<file path="src/rtl/pc_sequencer.sv">
// rtl/pc_sequencer.sv - fetch-stage program counter with branch select and return-address stack
// Next PC is chosen combinationally from redirect, stall, branch or sequential flow and registered each edge.
module pc_sequencer #(
   parameter int                ADDR_W    = 32,
   parameter int                STEP      = 4,
   parameter int                RAS_DEPTH = 4,
   parameter logic [ADDR_W-1:0] RESET_PC  = '0
) (
   input  logic                          clk,
   input  logic                          rst,
   input  logic                          stall,
   input  logic                          redirect_valid,
   input  logic [ADDR_W-1:0]             redirect_pc,
   input  logic                          branch_valid,
   input  logic [2:0]                    branch_type,
   input  logic                          carry,
   input  logic                          zero,
   input  logic                          sign,
   input  logic [ADDR_W-1:0]             rs_val,
   input  logic [ADDR_W-1:0]             target,
   input  logic [ADDR_W-1:0]             offset,
   output logic [ADDR_W-1:0]             pc,
   output logic                          taken,
   output logic [$clog2(RAS_DEPTH):0]    ras_count,
   output logic                          ras_underflow
);

   localparam int                PW     = $clog2(RAS_DEPTH);
   localparam int                CW     = PW + 1;
   localparam logic [CW-1:0]     FULL   = CW'(RAS_DEPTH);
   localparam logic [ADDR_W-1:0] STEP_W = ADDR_W'(STEP);

   typedef enum logic [2:0] {
      BR_NONE = 3'b000,
      BR_JABS = 3'b001,
      BR_JREG = 3'b010,
      BR_BZ   = 3'b011,
      BR_BNZ  = 3'b100,
      BR_BCY  = 3'b101,
      BR_CALL = 3'b110,
      BR_RET  = 3'b111
   } br_t;

   logic [ADDR_W-1:0] ras_mem [RAS_DEPTH];
   logic [PW-1:0]     ras_ptr;
   logic [PW-1:0]     ptr_dec;
   logic [ADDR_W-1:0] seq_pc;
   logic [ADDR_W-1:0] rel_pc;
   logic [ADDR_W-1:0] pc_nxt;
   logic              taken_nxt;
   logic              uf_nxt;
   logic              do_push;
   logic              do_pop;
   logic              unused_sign;

   assign unused_sign = sign;
   assign seq_pc      = pc + STEP_W;
   assign rel_pc      = seq_pc + offset;
   assign ptr_dec     = ras_ptr - PW'(1);

   always_comb begin
      pc_nxt    = seq_pc;
      taken_nxt = 1'b0;
      uf_nxt    = 1'b0;
      do_push   = 1'b0;
      do_pop    = 1'b0;
      if (redirect_valid) begin
         pc_nxt    = redirect_pc;
         taken_nxt = 1'b1;
      end else if (stall) begin
         pc_nxt = pc;
      end else if (branch_valid) begin
         case (br_t'(branch_type))
            BR_JABS: begin pc_nxt = target; taken_nxt = 1'b1; end
            BR_JREG: begin pc_nxt = rs_val; taken_nxt = 1'b1; end
            BR_BZ:   if (zero)  begin pc_nxt = rel_pc; taken_nxt = 1'b1; end
            BR_BNZ:  if (!zero) begin pc_nxt = rel_pc; taken_nxt = 1'b1; end
            BR_BCY:  if (carry) begin pc_nxt = rel_pc; taken_nxt = 1'b1; end
            BR_CALL: begin
               pc_nxt    = target;
               taken_nxt = 1'b1;
               do_push   = 1'b1;
            end
            BR_RET: begin
               // An empty stack falls through sequentially and only flags the underflow.
               if (ras_count == '0) begin
                  uf_nxt = 1'b1;
               end else begin
                  pc_nxt    = ras_mem[ptr_dec];
                  taken_nxt = 1'b1;
                  do_pop    = 1'b1;
               end
            end
            default: ;
         endcase
      end
   end

   always_ff @(posedge clk) begin
      if (rst) begin
         pc            <= RESET_PC;
         taken         <= 1'b0;
         ras_underflow <= 1'b0;
         ras_ptr       <= '0;
         ras_count     <= '0;
      end else begin
         pc            <= pc_nxt;
         taken         <= taken_nxt;
         ras_underflow <= uf_nxt;
         if (do_push) begin
            ras_ptr <= ras_ptr + PW'(1);
            if (ras_count != FULL) ras_count <= ras_count + CW'(1);
         end else if (do_pop) begin
            ras_ptr   <= ptr_dec;
            ras_count <= ras_count - CW'(1);
         end
      end
   end

   // Stack contents need no reset; a full push simply overwrites the oldest slot.
   always_ff @(posedge clk) begin
      if (!rst && do_push) ras_mem[ras_ptr] <= seq_pc;
   end

endmodule

</file>
<file path="config.mk">
export PLATFORM = sky130hd
export DESIGN_NAME = pc_sequencer
export DESIGN_NICKNAME = d
export VERILOG_FILES = /design/src/rtl/pc_sequencer.sv
export SDC_FILE = /design/constraint.sdc
export NUM_CORES = 1
export LEC_CHECK = 0
export CAP_MARGIN = 20
export CELL_PAD_IN_SITES_DETAIL_PLACEMENT = 1
export CELL_PAD_IN_SITES_GLOBAL_PLACEMENT = 1
export CORE_MARGIN = 2
export CORE_UTILIZATION = 42
export CTS_CLUSTER_SIZE = 28
export DETAILED_ROUTE_END_ITERATION = 10
export HOLD_SLACK_MARGIN = 0.1
export PLACE_DENSITY = 0.86
export SLEW_MARGIN = 20
export SYNTH_ARGS = -nofsm -noshare
export SYNTH_HDL_FRONTEND = slang
export SYNTH_SLANG_ARGS = --single-unit
</file>
<file path="constraint.sdc">
create_clock -name clk -period 4.5 [get_ports clk]
set_input_delay 0.45 -clock clk [delete_from_list [all_inputs] [get_ports clk]]
set_output_delay 0.45 -clock clk [all_outputs]
set_load 0.03 [all_outputs]
</file>
==> summary.txt <==
Status
  – Run status: complete, no violations

Placement
  – DP Area: roughly 12000 sq um
  – Final GP Congestion: about 0.94
  – Port bufs: roughly 170
  – Post-DP HPWL: 26880 um

Clock network
  – Clock-pin slew on the worst setup and hold paths: ~70 ps
  – Postcts setup bufs: 0
  – Post-CTS Hold Buffers: 0
  – CTS root buf: clkbuf_16
  – Htree depth: 4
  – TritonCTS clock tree: done
  – Skew-Pair Late Insertion Delay: ~440 ps
  – CTS sink count: 167
  – Resized cells post-CTS: 0
  – CTS buffer count: 17
  – Clk buf depth: 2

Power
  – Leak: around 0.0045 uW
  – Cell Pwr Density: between 300 and 400 nW/um^2
  – Max VDD drop: around 0.27 mV

Floorplanning
  – Die H: 158.0 um
  – Full die area: 24950 sq um
  – Core Region: ~23000 sq um
  – Row count: 56
  – Die W: ~160 um
  – IO Pins: 176
  – Initial Utilization: a little over two fifths

Cells and area
  – Share of layout cells above drive strength 1: between 10% and 20%
  – Final Cell Area: between 10000 and 15000 sq um
  – Layout area overhead: 28.75%
  – Ant. Diodes: 0
  – Layout Nets: between 1000 and 1500

Drt
  – Vias per cell: roughly 6.4
  – Total wire length: 37420 um
  – Antenna viol nets, final: 0
  – Routed length per placed instance: 26.71 um
  – # DRC: 0
  – Vias: 8968
  – Drt pass-1 iters: 6
  – Starting DRT DRC Count: 1012

Hold path
  – Hold Startpoint: ras_count[1]
  – WHS Path Cells: 2
  – Hold Crit Class: flop to flop
  – Min-Delay Endpoint: ras_count[1]

Synth
  – Post-synth ARST share: 0%
  – Most used flip-flop cell after synthesis: edfxtp_1
  – Syn Inst Count: 892
  – Synth Cell Area: ~10000 sq um
  – Mapped Nets: about 1100
  – Syn avg cell area: about 11 sq um
  – Flops & latches, synth: about 170
  – Register area share after synthesis: between 40 and 50%
  – Synthesis warning total: 0
  – Number of synthesized flops with an enable pin: between 100 and 150
  – Library cells used by synthesis: between 70 and 80

STA
  – Hold slack: 571.2 ps
  – Least-Margin Pin Slew: about 1100 ps
  – Post-layout minimum cycle time: around 4200 ps
  – Final-report setup violation count: 0
  – F_max: 237.7 MHz
  – Unrepaired setup endpoints after global routing: false
  – Max Slew Vio Count: 0
  – Fin crit share: 93.48%
  – Setup_tns: 0 ps
  – Slew HR: roughly 30%
  – Final Skew: around 8.5 ps
  – Hold Vio Cnt, Final: 0

Global routing
  – Antenna violations before repair: 0
  – Largest net degree at the start of global routing: 39
  – Gr usage total: just over 30%
  – GRT overflow: 0
  – Vias in the first global route: ~9400
  – First-pass GRT wire length: 56650 um

Setup path
  – CP Capture Type: flop
  – RR Endpoint: pc[30]
  – Crit path DAT: ~4600 ps
  – Reg2reg start: pc[3]
  – Max FO, Critical Path: 8
  – R2R Setup Slk: roughly 300 ps
  – Critical Path Source Type: flop
  – Critical setup path kind: flop to flop
  – Cells on worst reg2reg path: 12
  – Required @ worst endpoint: 4860 ps

Job
  – Max_cap viols: 0
registers in the layout, indices dropped and copies added (netlist names):
register and count:
taken 1, ras_mem 128, ras_count 3, ras_underflow 1, ras_ptr 2, pc 32
where the power goes:
group | switching (uW) | leakage [uW] | internal [uW]
clock network | 693 | 0.000281 | 796
logic | 522 | 0.00277 | 387
registers | 49.0 | 0.00149 | 1700
total | 1260 | 0.00454 | 2880
cell type report:
class	count	area [sq um]
Clock inverter	13	141.4
Tap cell	319	399.1
Sequential cell	167	4626
Clock buffer	19	442.9
Inverter	16	60.06
Timing Repair Buffer	219	2125
Multi-Input combinational cell	648	5025
Fill cell	2519	10580
placed cells by master (no fill, tap or decap), types with 12 or more instances in the layout:
cell             instances
xor2_1                  15
clkdlybuf4s50_1        173
inv_1                   16
ha_1                    40
a222oi_1                29
nor2_1                  48
dfxtp_1                 38
nand4_1                 20
buf_4                   41
xnor2_1                 33
edfxtp_1               128
mux4_2                  32
nand2_1                 69
a21o_1                  13
a31oi_1                 13
o21ai_0                 55
and3_1                  12
clkbuf_16               17
nand3_1                 31
a21oi_1                 55
a221oi_1                15
cell usage after synthesis, drive strengths merged, types with 13 or more instances:
cell,n,share of area (%)
a222oi,29,2.9
mux4,32,7.2
nand3,31,1.6
dfxtp,39,7.8
nand2,69,2.6
buf,23,1.3
and3,13,0.83
xnor2,36,3.2
a31oi,13,0.82
inv,16,0.60
xor2,15,1.3
a21oi,56,2.9
nand4,22,1.5
clkbuf,38,1.4
a21o,13,0.98
a221oi,17,1.6
edfxtp,128,39
o21ai,58,3.0
ha,40,5.0
nor2,49,1.8
worst max path at each step:
| stage | to | slack [ps] | depth (start not counted) | from |
|---|---|---|---|---|
| finish | pc[30] | 290 | 12 | pc[3] |
| CTS | pc[23] | 340 | 12 | pc[3] |
| floorplan | pc[27] | 820 | 14 | pc[2] |
| global placement | pc[30] | 580 | 14 | pc[4] |
| detailed placement | pc[28] | 450 | 13 | pc[8] |
| global route | pc[23] | 20 | 12 | pc[3] |
cell families after synthesis:
kind of cell             synth area share (%)
AO/OA/AOI/OAI                           19.96
AND/OR/NAND/NOR                         12.61
flip-flops                              46.45
buffers and inverters                   3.356
XOR/XNOR                                4.562
adder cells (fa/ha/maj)                 5.429
multiplexers                            7.641
stage by stage:
step                      setup slack (ps)  std cells  total power [uW]  util (%)
after global routing                 24.01       1401              4270     54.77
after global placement               575.9       1369              2632     52.21
final                                293.3       1401              4142     54.77
after floorplan                      817.6        892              2264         -
after detailed placement             454.6       1369              2658     52.21
after CTS                            341.1       1401              4137     54.71
worst max-delay path, stage by stage, from the launching register on:
cell,delay (ps)
dfxtp_1,490
ha_1,350
and3_1,560
xor2_1,420
ha_1,390
a21oi_1,280
a21bo_2,190
o211ai_1,220
a21oi_1,420
o211ai_1,180
a41o_1,270
xnor2_1,130
o31ai_1,220
per-layer routing:
layer | global-route usage, % | routed length (um) | vias up | share of wire, %
li1 | - | - | 3890 | -
met4 | 10.81 | 1071 | 0 | 2.9
met2 | 51.47 | 18040 | 516 | 48
met5 | 0 | 0 | - | 0
met1 | 40.48 | 15090 | 4481 | 40
met3 | 4.900 | 3219 | 81 | 8.6
Power figures use the tool's default switching activity.
